`config.mk`:
```
export PLATFORM = sky130hd
export DESIGN_NAME = s3g_rx_multi
export DESIGN_NICKNAME = d
export VERILOG_FILES = /design/src/rtl/s3g_rx_multi.sv
export SDC_FILE = /design/constraint.sdc
export NUM_CORES = 1
export LEC_CHECK = 0
export BUFFER_PORTS_ARGS = -buffer_cell sky130_fd_sc_hd__buf_2
export CORE_MARGIN = 2
export CORE_UTILIZATION = 47
export CTS_CLUSTER_DIAMETER = 120
export DETAILED_ROUTE_END_ITERATION = 7
export PLACE_DENSITY_LB_ADDON = 0.15
export SLEW_MARGIN = 30
export SYNTH_ARGS = -nofsm -noshare
export SYNTH_HDL_FRONTEND = slang
export SYNTH_SLANG_ARGS = --single-unit
```
`constraint.sdc`:
```
create_clock -name clk -period 2.75 [get_ports clk]
set_input_delay 0 -clock clk [delete_from_list [all_inputs] [get_ports clk]]
set_output_delay 0 -clock clk [all_outputs]
set_load 0.01 [all_outputs]
```
`src/rtl/s3g_rx_multi.sv`:
```
// rtl/s3g_rx_multi.sv - round-robin multi-channel S3G packet receiver
// Frames D5/len/payload/CRC-8 packets into a payload RAM plus a flat head-byte mirror.
module s3g_rx_multi #(
  parameter int NCH        = 2,
  parameter int MAX_LEN    = 64,
  parameter int HEAD_BYTES = 16,
  parameter int TIMEOUT    = 100000,
  parameter int SRC_W      = 3
) (
  input  logic                    clk,
  input  logic                    rst,
  input  logic [NCH*8-1:0]        rx_data,
  input  logic [NCH-1:0]          rx_done,
  output logic                    packet_done,
  output logic                    packet_error,
  output logic [1:0]              error_code,
  output logic [SRC_W-1:0]        src_chan,
  output logic [7:0]              payload_len,
  output logic                    buffer_valid,
  input  logic [7:0]              buffer_addr,
  output logic [7:0]              buffer_data,
  output logic [HEAD_BYTES*8-1:0] head_bytes
);

  localparam int AW = (MAX_LEN > 1) ? $clog2(MAX_LEN) : 1;
  localparam int TO_W = (TIMEOUT > 1) ? $clog2(TIMEOUT + 1) : 1;
  localparam logic [TO_W-1:0] TO_LAST = (TIMEOUT > 0) ? TO_W'(TIMEOUT - 1) : '0;
  localparam logic [8:0] MAX_LEN_9 = 9'(MAX_LEN);

  typedef enum logic [1:0] {S_INIT, S_LEN, S_DATA, S_CRC} state_t;

  state_t                  r_state;
  state_t                  w_state_next;
  logic [SRC_W-1:0]        r_rr_ptr;
  logic [SRC_W-1:0]        r_src_chan;
  logic [7:0]              r_payload_len;
  logic                    r_buffer_valid;
  logic [HEAD_BYTES*8-1:0] r_head;
  logic [7:0]              r_crc;
  logic [7:0]              r_wr_addr;
  logic [7:0]              r_cnt;
  logic [TO_W-1:0]         r_to_cnt;
  logic                    r_packet_done;
  logic                    r_packet_error;
  logic [1:0]              r_error_code;
  logic [7:0]              r_buffer_data;
  logic [7:0]              r_ram [MAX_LEN];

  logic                    w_grant;
  logic [SRC_W-1:0]        w_grant_ch;
  logic [SRC_W-1:0]        w_grant_nxt;
  int                      w_best;
  logic                    w_own_done;
  logic [7:0]              w_own_data;
  logic                    w_timeout;
  logic                    w_len_big;
  logic                    w_rd_ok;
  logic                    w_ram_we;
  logic [7:0]              w_crc_next;

  // Maxim/Dallas CRC-8: reflected poly 0x8C, LSB first
  function automatic logic [7:0] f_crc8(input logic [7:0] crc, input logic [7:0] data);
    logic [7:0] c;
    c = crc;
    for (int i = 0; i < 8; i++) begin
      if (c[0] ^ data[i]) c = (c >> 1) ^ 8'h8C;
      else                c = c >> 1;
    end
    return c;
  endfunction

  // Pick the D5 candidate with the smallest rotational distance from r_rr_ptr
  always_comb begin
    w_grant     = 1'b0;
    w_grant_ch  = '0;
    w_grant_nxt = '0;
    w_best      = NCH;
    for (int k = 0; k < NCH; k++) begin
      if (rx_done[k] && (rx_data[8*k +: 8] == 8'hD5) &&
          (((k - int'(r_rr_ptr) + NCH) % NCH) < w_best)) begin
        w_best      = (k - int'(r_rr_ptr) + NCH) % NCH;
        w_grant     = 1'b1;
        w_grant_ch  = SRC_W'(k);
        w_grant_nxt = SRC_W'((k + 1) % NCH);
      end
    end
  end

  always_comb begin
    w_own_done = 1'b0;
    w_own_data = 8'h00;
    for (int k = 0; k < NCH; k++) begin
      if (r_src_chan == SRC_W'(k)) begin
        w_own_done = rx_done[k];
        w_own_data = rx_data[8*k +: 8];
      end
    end
  end

  assign w_timeout  = (TIMEOUT != 0) && (r_state != S_INIT) && !w_own_done && (r_to_cnt == TO_LAST);
  assign w_len_big  = {1'b0, w_own_data} > MAX_LEN_9;
  assign w_rd_ok    = {1'b0, buffer_addr} < MAX_LEN_9;
  assign w_ram_we   = (r_state == S_DATA) && w_own_done;
  assign w_crc_next = f_crc8(r_crc, w_own_data);

  always_ff @(posedge clk) begin
    if (!rst) r_state <= S_INIT;
    else      r_state <= w_state_next;
  end

  always_comb begin
    w_state_next = r_state;
    case (r_state)
      S_INIT: if (w_grant) w_state_next = S_LEN;
      S_LEN: begin
        if (w_own_done) begin
          if (w_len_big)                w_state_next = S_INIT;
          else if (w_own_data == 8'h00) w_state_next = S_CRC;
          else                          w_state_next = S_DATA;
        end else if (w_timeout) begin
          w_state_next = S_INIT;
        end
      end
      S_DATA: begin
        if (w_own_done) begin
          if (r_cnt == 8'd1) w_state_next = S_CRC;
        end else if (w_timeout) begin
          w_state_next = S_INIT;
        end
      end
      S_CRC: if (w_own_done || w_timeout) w_state_next = S_INIT;
      default: w_state_next = S_INIT;
    endcase
  end

  always_ff @(posedge clk) begin
    if (!rst) begin
      r_rr_ptr       <= '0;
      r_src_chan     <= '0;
      r_payload_len  <= 8'h00;
      r_buffer_valid <= 1'b0;
      r_head         <= '0;
      r_crc          <= 8'h00;
      r_wr_addr      <= 8'h00;
      r_cnt          <= 8'h00;
      r_to_cnt       <= '0;
      r_packet_done  <= 1'b0;
      r_packet_error <= 1'b0;
      r_error_code   <= 2'd0;
      r_buffer_data  <= 8'h00;
    end else begin
      r_packet_done  <= 1'b0;
      r_packet_error <= 1'b0;
      r_buffer_data  <= w_rd_ok ? r_ram[buffer_addr[AW-1:0]] : 8'h00;
      if (r_state == S_INIT) begin
        r_to_cnt <= '0;
        if (w_grant) begin
          r_src_chan <= w_grant_ch;
          r_rr_ptr   <= w_grant_nxt;
        end
      end else if (w_own_done) begin
        // An accepted byte always beats a timeout landing on the same edge
        r_to_cnt <= '0;
        case (r_state)
          S_LEN: begin
            r_payload_len  <= w_own_data;
            r_buffer_valid <= 1'b0;
            r_head         <= '0;
            r_crc          <= 8'h00;
            r_wr_addr      <= 8'h00;
            r_cnt          <= w_own_data;
            if (w_len_big) begin
              r_packet_error <= 1'b1;
              r_error_code   <= 2'd2;
            end
          end
          S_DATA: begin
            r_crc     <= w_crc_next;
            r_wr_addr <= r_wr_addr + 8'd1;
            r_cnt     <= r_cnt - 8'd1;
            for (int i = 0; i < HEAD_BYTES; i++) begin
              if (r_wr_addr == 8'(i)) r_head[8*i +: 8] <= w_own_data;
            end
          end
          S_CRC: begin
            if (w_own_data == r_crc) begin
              r_packet_done  <= 1'b1;
              r_buffer_valid <= 1'b1;
            end else begin
              r_packet_error <= 1'b1;
              r_error_code   <= 2'd1;
            end
          end
          default: ;
        endcase
      end else if (w_timeout) begin
        r_packet_error <= 1'b1;
        r_error_code   <= 2'd3;
        r_buffer_valid <= 1'b0;
      end else begin
        r_to_cnt <= r_to_cnt + TO_W'(1);
      end
    end
  end

  // Payload RAM has no reset; contents are meaningful only while buffer_valid
  always_ff @(posedge clk) begin
    if (rst && w_ram_we) r_ram[r_wr_addr[AW-1:0]] <= w_own_data;
  end

  assign packet_done  = r_packet_done;
  assign packet_error = r_packet_error;
  assign error_code   = r_error_code;
  assign src_chan     = r_src_chan;
  assign payload_len  = r_payload_len;
  assign buffer_valid = r_buffer_valid;
  assign buffer_data  = r_buffer_data;
  assign head_bytes   = r_head;

endmodule
```
Yosys cells after proc, flatten, opt, wreduce, memory -nomap -nowiden --
Memory sizes are Yosys's and may differ from the RTL's. A register that Yosys moved wholly into a read port is not among the register bits. Index checks and enable logic that the tools add are counted.
Operators by class: $add $sub $neg 7, magnitude comparators 4, equal/unequal tests 47, muxes and demuxes 64, bitwise operators 22, reductions and logical operators 44
Operator list (count):
- one-hot mux 128 bit (2 select lines) | 1
- 2-to-1 mux 8 bit | 26
- AND reduction 4 bit | 17
- equality test 8 x 4 -> 1 bit (second input constant) | 8
- one-hot mux 8 bit (2 select lines) | 3
- equality test 8 x 3 -> 1 bit (second input constant) | 4
- less-than comparator 2 x 32 -> 1 bit | 1
- 2-to-1 mux 32 bit | 1
- != test 2 x 1 -> 1 bit (second input constant) | 16
- inverter 2 -> 3 bit | 8
- 2-to-1 mux 2 bit | 11
- 2-to-1 mux 1 bit | 18
- adder 17 x 1 -> 17 bit (second input constant) | 1
- equality test 17 bit (second input constant) | 1
- equality test 8 x 1 -> 1 bit (second input constant) | 2
- equality test 8 x 2 -> 1 bit (second input constant) | 2
- equality test 8 bit (second input constant) | 2
- logical NOT 8 bit | 2
- adder 4 x 3 -> 5 bit (second input constant) | 2
- != test 3 bit (second input constant) | 3
- AND reduction 3 bit | 3
- adder 8 x 1 -> 8 bit (second input constant) | 1
- equality test 8 bit | 1
- > comparator 8 x 7 -> 1 bit (second input constant) | 1
- 27 further kinds | 53
Storage, ports and cells: register bits 190, memory bits (writable) 512, input bits 28, output and inout port bits 152, logic and storage cells 217, memories kept 1
Memory list:
- r_ram | depth 64, bits a word 8, rd ports 1, clocked after Yosys merged registers in 1, write ports 1, line 47 | logic [7:0] r_ram [MAX_LEN];

Logic depth before layout (Yosys ltp) --
Gate-level depths: netlist of the first run.
depth in word-level cells 20, gate-level depth with buffers 10

Worst setup path before layout of the first run --
No wires, ideal clock.
path type register to register, start point reg r_wr_addr[5], end point mem r_ram[32][0] (enable), library setup time 395 ps, data arrival time 2320 ps, setup slack 35 ps, stages on the path, launching flop included 5, buffers on the path 1, clock period less this slack 2715 ps, cell sequence dfxtp_1 clkbuf_1 or3b_2 or3_1 nor4_1
RTL lines:
- start: declaration | line 40 | logic [7:0] r_wr_addr;
- start signal: assignment | line 179 | r_wr_addr <= r_wr_addr + 8'd1;
- end: declaration | line 47
Straight into the memory's write port.

Worst setup path after layout of the first run --
start point reg r_state[0], end point mem r_ram[46][1] (enable)
On the way: word-level cells in the longest chain between the ends 5
Ends and longest elaborated chain:
- start: declaration | line 32 | state_t r_state;
- start signal: assignment | line 108 | else r_state <= w_state_next;
- equality test 2 bit | line 103 | assign w_ram_we = (r_state == S_DATA) && w_own_done;
- logical AND 1 bit | line 103
- logical AND 1 bit | line 208 | if (rst && w_ram_we) r_ram[r_wr_addr[AW-1:0]] <= w_own_data;
- 2-to-1 mux 1 bit | line 208
- 2-to-1 mux 1 bit (not written as such) | line 208
No other way between the ends.

==> reports/results.ini, run 1 <==
[outcome]
status = finished clean

[timing]
skew_ps = 21.1
finalCriticalPeriod_ps = 2480
slew-limit-headroom = 0.349
setup_tns_ps = 0
slew_viol_final = 0
finalCritPeriodShare = 0.901
hold_violations = 0
setup_viol = 0
tightest_slew_ps = 974
whs_ps = 27.6
rsz0062_at_grt = no
max_freq_mhz = 403

[floorplanning]
core_sq_um = 59000
fp-row-count = 89
dieHeight_um = 248
start_util = 0.475
io_pins = 180
die_w_um = 248
dieArea_sq_um = 61600

[final_layout]
drive_gt1_frac = 0.294
nets = 2056
antennaDiodeCount = 0
area_delta_synth_final_pct = 17.9

[cts]
cts.clk_slew.worst_paths_ps = 60
cts_tree = yes
clock-sinks = 706
clk_root_buffer_cell = clkbuf_16
cts_buffer_depth = 3
clk_latency_ps = 610
h-tree-depth = 3
postCtsSetupRepairBufs = 0
cts_buffers = 74

[pwr]
power.leakage_nw = 11.2
power_density_nw_per_um2 = 660
ir_drop_mv = 0.512
power.total_w = 0.0218

[routing]
drt-total-wl_um = 67600
drtAntennaViolNets = 0
drt-pass1-iter-count = 7
via_count = 16000
initialDrtViolationCount = 1267
drc = 0
viasPerCell = 5.64
routedWlPerCell_um = 23.7

[logic_synthesis]
synthTopCellsByArea = edfxtp_1, dfxtp_1, mux4_2
ys_types = 57
ys_ff_latch = 706
yosysMostFrequentCell = edfxtp_1
synth_area_sq_um = 28000
synth_edf_count = 512
ys_warn_count = 0
synth_commonest_cells = edfxtp_1, nor2_1, dfxtp_1
postSynthCellCount = 1714
synth_area_leader_cell = edfxtp_1
syn_area_per_cell_sq_um = 16.3
synthArstFlopShare = 0
ys_seq_area_frac = 0.688
ys.flop_type = edfxtp_1
synth_top_cell_area_share = 0.549

[global_routing]
antenna_found_initial = 0
grt_pass1_wl_um = 102000
gr-total-overflow = 0
grt_usage = 0.224
grt_pass1_vias = 16100
grt_max_degree = 157

[setup_path]
crit_chain = inv_1 -> ha_2 -> nand2_1 -> nor3_1 -> nand3_1 -> buf_4 -> nor2_1 -> buf_4
reg2reg_slack_ps = 270
max_stage_delay_ps = 360
r2r-start = r_state[0]$_SDFFE_PN0P_
cp_common_cell = buf_4
slowest_stage = nor3_1
start_kind = flip-flop
path_class = reg -> reg
crit_start = r_state[0]$_SDFFE_PN0P_
cp.depth = 8
arrival_ps = 2800
cp_num_buf_inv = 3
cp.required_ps = 3070
r2r_cells = 8
critPathMaxFanout = 9
cp_top_family = simple AND/OR/NAND/NOR gates
setup.worst_path.end = r_ram[46][1]$_DFFE_PP_
r2r-end = r_ram[46][1]$_DFFE_PP_
cp-end-kind = flip-flop

[flow_run]
cap_violations = 0

[place]
place_congestion = 0.829
io_buffers = 177
hpwlAfterDp_um = 42600

[worst_hold_path]
hp-class = in -> reg

==> how the worst min path moves through the flow <==
stage                                              to                 startpoint  cells past startpoint
final                     payload_len[4]$_SDFFE_PN0P_                rx_data[12]                      4
after global routing        buffer_data[7]$_SDFF_PN0_             buffer_addr[5]                      3
after CTS                 payload_len[4]$_SDFFE_PN0P_                rx_data[12]                      4
after detailed placement               buffer_data[4]  buffer_data[4]$_SDFF_PN0_                      1
after global placement                 buffer_data[5]  buffer_data[5]$_SDFF_PN0_                      1
after floorplan             buffer_data[0]$_SDFF_PN0_             buffer_addr[5]                      2
==> logic make-up after synthesis <==
| group | synth area share |
|---|---|
| other cells | 0.000134 |
| flops | 0.688 |
| simple gates | 0.0655 |
| buf+inv | 0.0190 |
| compound gates | 0.0295 |
| fa+ha+maj | 0.00536 |
| mux | 0.181 |
| xor+xnor | 0.0114 |
==> worst min-delay path: cells and delay by family <==
family	cells	cell delay, ps
AOI/OAI and AO/OA	1	170
buffers and inverters	2	290
muxes	1	130
==> final cells by class <==
type / count / area [sq um]
Clock buffer: 100 / 2010
Tap cell: 773 / 967
Clock inverter: 33 / 251
Inverter: 22 / 90.1
Sequential cell: 706 / 19300
Multi-Input combinational cell: 885 / 8240
Fill cell: 4678 / 26000
Timing Repair Buffer: 327 / 2200
==> sequential cells by signal (all words and copies together), names as in the netlist, 2 cells and up <==
register	flops
r_cnt	8
buffer_data	8
r_ram	512
payload_len	8
head_bytes	128
r_crc	8
error_code	2
r_to_cnt	17
r_state	2
r_wr_addr	8
==> layout by cell type (no fill, tap or decap), types with 11 or more instances in the layout <==
cell type	Yosys	final
clkinv_1	0	11
nor3_1	12	12
a21oi_1	27	27
edfxtp_1	512	512
nand3_1	27	27
a211oi_1	19	19
buf_12	0	11
buf_2	14	175
nor4_1	12	11
nor2_1	251	251
mux2i_1	153	153
inv_1	22	14
xnor2_1	26	26
nand2_1	44	43
dfxtp_1	194	194
o21ai_0	17	17
ha_1	12	11
clkbuf_16	0	75
mux4_2	154	154
or3_1	14	14
dlygate4sd3_1	0	14
buf_4	3	125
clkbuf_1	62	21
==> what timing repair did <==
action,4_1_cts,5_1_grt
hold buffers,14,0
endpoints found under the hold margin,15,0
setup endpoints to repair,0,7
resized for setup,0,1
==> per-layer routing <==
metal  track usage  share of wire
met5             0              0
met4        0.0641          0.019
met2         0.357           0.48
met1         0.311           0.43
met3        0.0503          0.069
==> power breakdown <==
part / switching, W / internal [W]
clock: 0.00405 / 0.00534
sequential: 0.0000127 / 0.0114
combinational: 0.000589 / 0.000403
==> stage by stage <==
step / utilization / setup WS [ps] / std cells / instance area, sq um
floorplan: - / 35.3 / 1715 / 28000
global placement: 0.519 / 374 / 2699 / 30600
detailed placement: 0.519 / 305 / 2699 / 30600
CTS: 0.559 / 273 / 2846 / 33000
global route: 0.559 / 37.6 / 2846 / 33000
finish: 0.559 / 271 / 2846 / 33000
Power figures use the tool's default switching activity.
==> inputs of run 2 (changes only) <==
--- a/config.mk
+++ b/config.mk
@@ -5,11 +5,12 @@
 export SDC_FILE = /design/constraint.sdc
 export NUM_CORES = 1
 export LEC_CHECK = 0
-export BUFFER_PORTS_ARGS = -buffer_cell sky130_fd_sc_hd__buf_2
 export CORE_MARGIN = 2
 export CORE_UTILIZATION = 47
+export CTS_BUF_LIST = sky130_fd_sc_hd__clkbuf_4
 export CTS_CLUSTER_DIAMETER = 120
 export DETAILED_ROUTE_END_ITERATION = 7
+export DONT_BUFFER_PORTS = 1
 export PLACE_DENSITY_LB_ADDON = 0.15
 export SLEW_MARGIN = 30
 export SYNTH_ARGS = -nofsm -noshare
==> run 2 against run 1 <==
Sequential cell count is the same; register-to-register slack lost 140 ps; maximum frequency shrank 5.5%; total power shrank 4.0%; die area is the same; critical path type unchanged; largest cell class unchanged.
==> reports/results.ini, run 2 (synthesis gave the netlist of run 1 again) <==
[global_routing]
use_met3 = 0.0667  ; was 0.0503
grt_pass1_vias = 16500  ; was 16.1k
use_met2 = 0.370  ; was 0.357
grt_pass1_wl_um = 104000  ; was 102,000 um
grt.busiest_layer = met2  ; unchanged
grt_usage = 0.232  ; was 0.224
grt_max_degree = 81  ; was 157
gr-total-overflow = 0  ; unchanged
met1_usage = 0.311  ; about the same
antenna_found_initial = 3  ; was 0

[routing]
drt-total-wl_um = 69400  ; was 67,600 um
routedWlPerCell_um = 24.2  ; was 23.7 um
initialDrtViolationCount = 1179  ; was 1,267
drc = 0  ; unchanged
via_count = 16100  ; was 16.0k
viasPerCell = 5.62  ; was 5.64
drt-pass1-iter-count = 5  ; was 7
drtAntennaViolNets = 0  ; unchanged

[timing]
finalCriticalPeriod_ps = 2620  ; was 2480 ps
slew_viol_final = 0  ; unchanged
setup_viol = 0  ; unchanged
slew-limit-headroom = 0.360  ; was 0.349
tightest_slew_ps = 956  ; was 974 ps
setup_tns_ps = 0  ; unchanged
hold_violations = 0  ; unchanged
skew_ps = 63.3  ; was 21.1 ps
max_freq_mhz = 381  ; was 403 MHz
finalCritPeriodShare = 0.953  ; was 0.901

[setup_path]
critPathMaxFanout = 15  ; was 9
reg2reg_slack_ps = 130  ; was 270 ps
r2r_cells = 8  ; unchanged
path_class = reg -> reg  ; unchanged
start_kind = flip-flop  ; unchanged
r2r-start = src_chan[0]$_SDFFE_PN0P_  ; was r_state[0]$_SDFFE_PN0P_
r2r-end = r_crc[7]$_SDFFE_PN0P_  ; was r_ram[46][1]$_DFFE_PP_
setup.worst_path.end = r_crc[7]$_SDFFE_PN0P_  ; was r_ram[46][1]$_DFFE_PP_
cp.required_ps = 3700  ; was 3070 ps
crit_start = src_chan[0]$_SDFFE_PN0P_  ; was r_state[0]$_SDFFE_PN0P_
arrival_ps = 3570  ; was 2800 ps
cp-end-kind = flip-flop  ; unchanged

[place]
io_buffers = 0  ; was 177
hpwlAfterDp_um = 40200  ; was 42,600 um
placed_cells = 2494  ; was 2,699
place_congestion = 0.794  ; was 0.829

[final_layout]
nFillCells = 4864  ; was 4,678
drive_gt1_frac = 0.282  ; was 0.294
layout_common_cells = edfxtp_1, clkbuf_4, nor2_1  ; was edfxtp_1, nor2_1, dfxtp_1
instances_no_fill = 2869  ; was 2,846
largest_register_ffs = 512  ; unchanged
finish.utilization = 0.548  ; was 0.559
area_delta_synth_final_pct = 15.4  ; was 17.9%
nets = 2002  ; was 2,056
multiInputGateArea_sq_um = 8270  ; was 8240 sq um
register_area_sq_um = 19300  ; unchanged
final_common_cell = edfxtp_1  ; unchanged

[floorplanning]
io_pins = 180  ; unchanged
core_sq_um = 59000  ; unchanged
start_util = 0.475  ; unchanged
dieHeight_um = 248  ; unchanged
fp-row-count = 89  ; unchanged
dieArea_sq_um = 61600  ; unchanged
die_w_um = 248  ; unchanged

[cts]
cts_tree = yes  ; unchanged
clk_latency_ps = 1030  ; was 610 ps
cts_buffer_depth = 3  ; unchanged
clock-sinks = 706  ; unchanged
cts.clk_slew.worst_paths_ps = 70  ; was 60 ps
cts_buffers = 178  ; was 74
h-tree-depth = 4  ; was 3
clk_root_buffer_cell = clkbuf_4  ; was clkbuf_16

[flow_run]
cap_violations = 0  ; unchanged

[pwr]
ir_drop_mv = 0.400  ; was 0.512 mV
power_density_nw_per_um2 = 648  ; was 660 nW/um^2
power.leakage_nw = 10.6  ; was 11.2 nW

[worst_hold_path]
hp-class = in -> reg  ; unchanged
whs_path_depth = 4  ; unchanged

[outcome]
status = finished clean  ; unchanged

==> run 2: cell types whose count changed in the layout (fill, tap and decap cells not counted), sizes merged, moves of 3 or more <==
cell         delta
dlygate4sd3    +41
clkbuf        +153
buf           -198
inv             +3
clkinv         +22
diode           +3
==> run 2: per-layer routing <==
metal | share of wire | vias up
met5 | 0 | -
met4 | 0.018 | 0
met3 | 0.065 | 95
met2 | 0.49 | 534
met1 | 0.43 | 8307
li1 | - | 7197
==> run 2: worst min path at each step <==
stage / start / end
2_1_floorplan: buffer_addr[5] / buffer_data[0]$_SDFF_PN0_
3_3_place_gp: rst / error_code[1]$_SDFFE_PN0P_
3_5_place_dp: rst / error_code[1]$_SDFFE_PN0P_
4_1_cts: rx_data[5] / r_crc[1]$_SDFFE_PN0P_
5_1_grt: rst / r_crc[7]$_SDFFE_PN0P_
6_report: rst / r_crc[7]$_SDFFE_PN0P_
==> run 2: critical path: stages (launching register included) <==
cell	delay (ps)
dfxtp_1	350
buf_4	280
mux2i_1	210
dlygate4sd3_1	600
xnor2_1	200
xnor3_1	320
xnor2_2	200
or3_1	320
nand3_1	80
==> run 2: area by class of cell <==
class / instances / area share
diodes: 3 / 0.000232
clock buffers: 254 / 0.0590
clock inverters: 57 / 0.00971
inverters: 22 / 0.00263
multi-input cells: 885 / 0.256
flip-flops and latches: 706 / 0.596
well taps: 773 / 0.0299
repair buffers: 169 / 0.0472
==> run 2: per-stage QoR <==
step / setup slack [ps] / cell area, sq um / total power [W] / hold slack [ps]
after CTS: 26.0 / 32300 / 0.0212 / 0.822
after global placement: 291 / 29400 / 0.0124 / 151
after floorplan: 35.3 / 28000 / 0.0123 / 304
after global routing: -10.3 / 32300 / 0.0218 / 0.750
after detailed placement: 273 / 29400 / 0.0124 / 146
final: 128 / 32300 / 0.0209 / 90.2
==> run 2: what timing repair did <==
item | in CTS | in global routing
resized for setup | 0 | 5
hold endpoints to repair | 656 | 44
buffers inserted | 0 | 0
hold buffers | 60 | 1
setup endpoints to repair | 0 | 3
==> run 2: where the power goes <==
part	switching (W)	total [W]	internal [W]
clock network	0.00417	0.00855	0.00438
logic	0.000554	0.000966	0.000412
registers	0.0000151	0.0114	0.0114
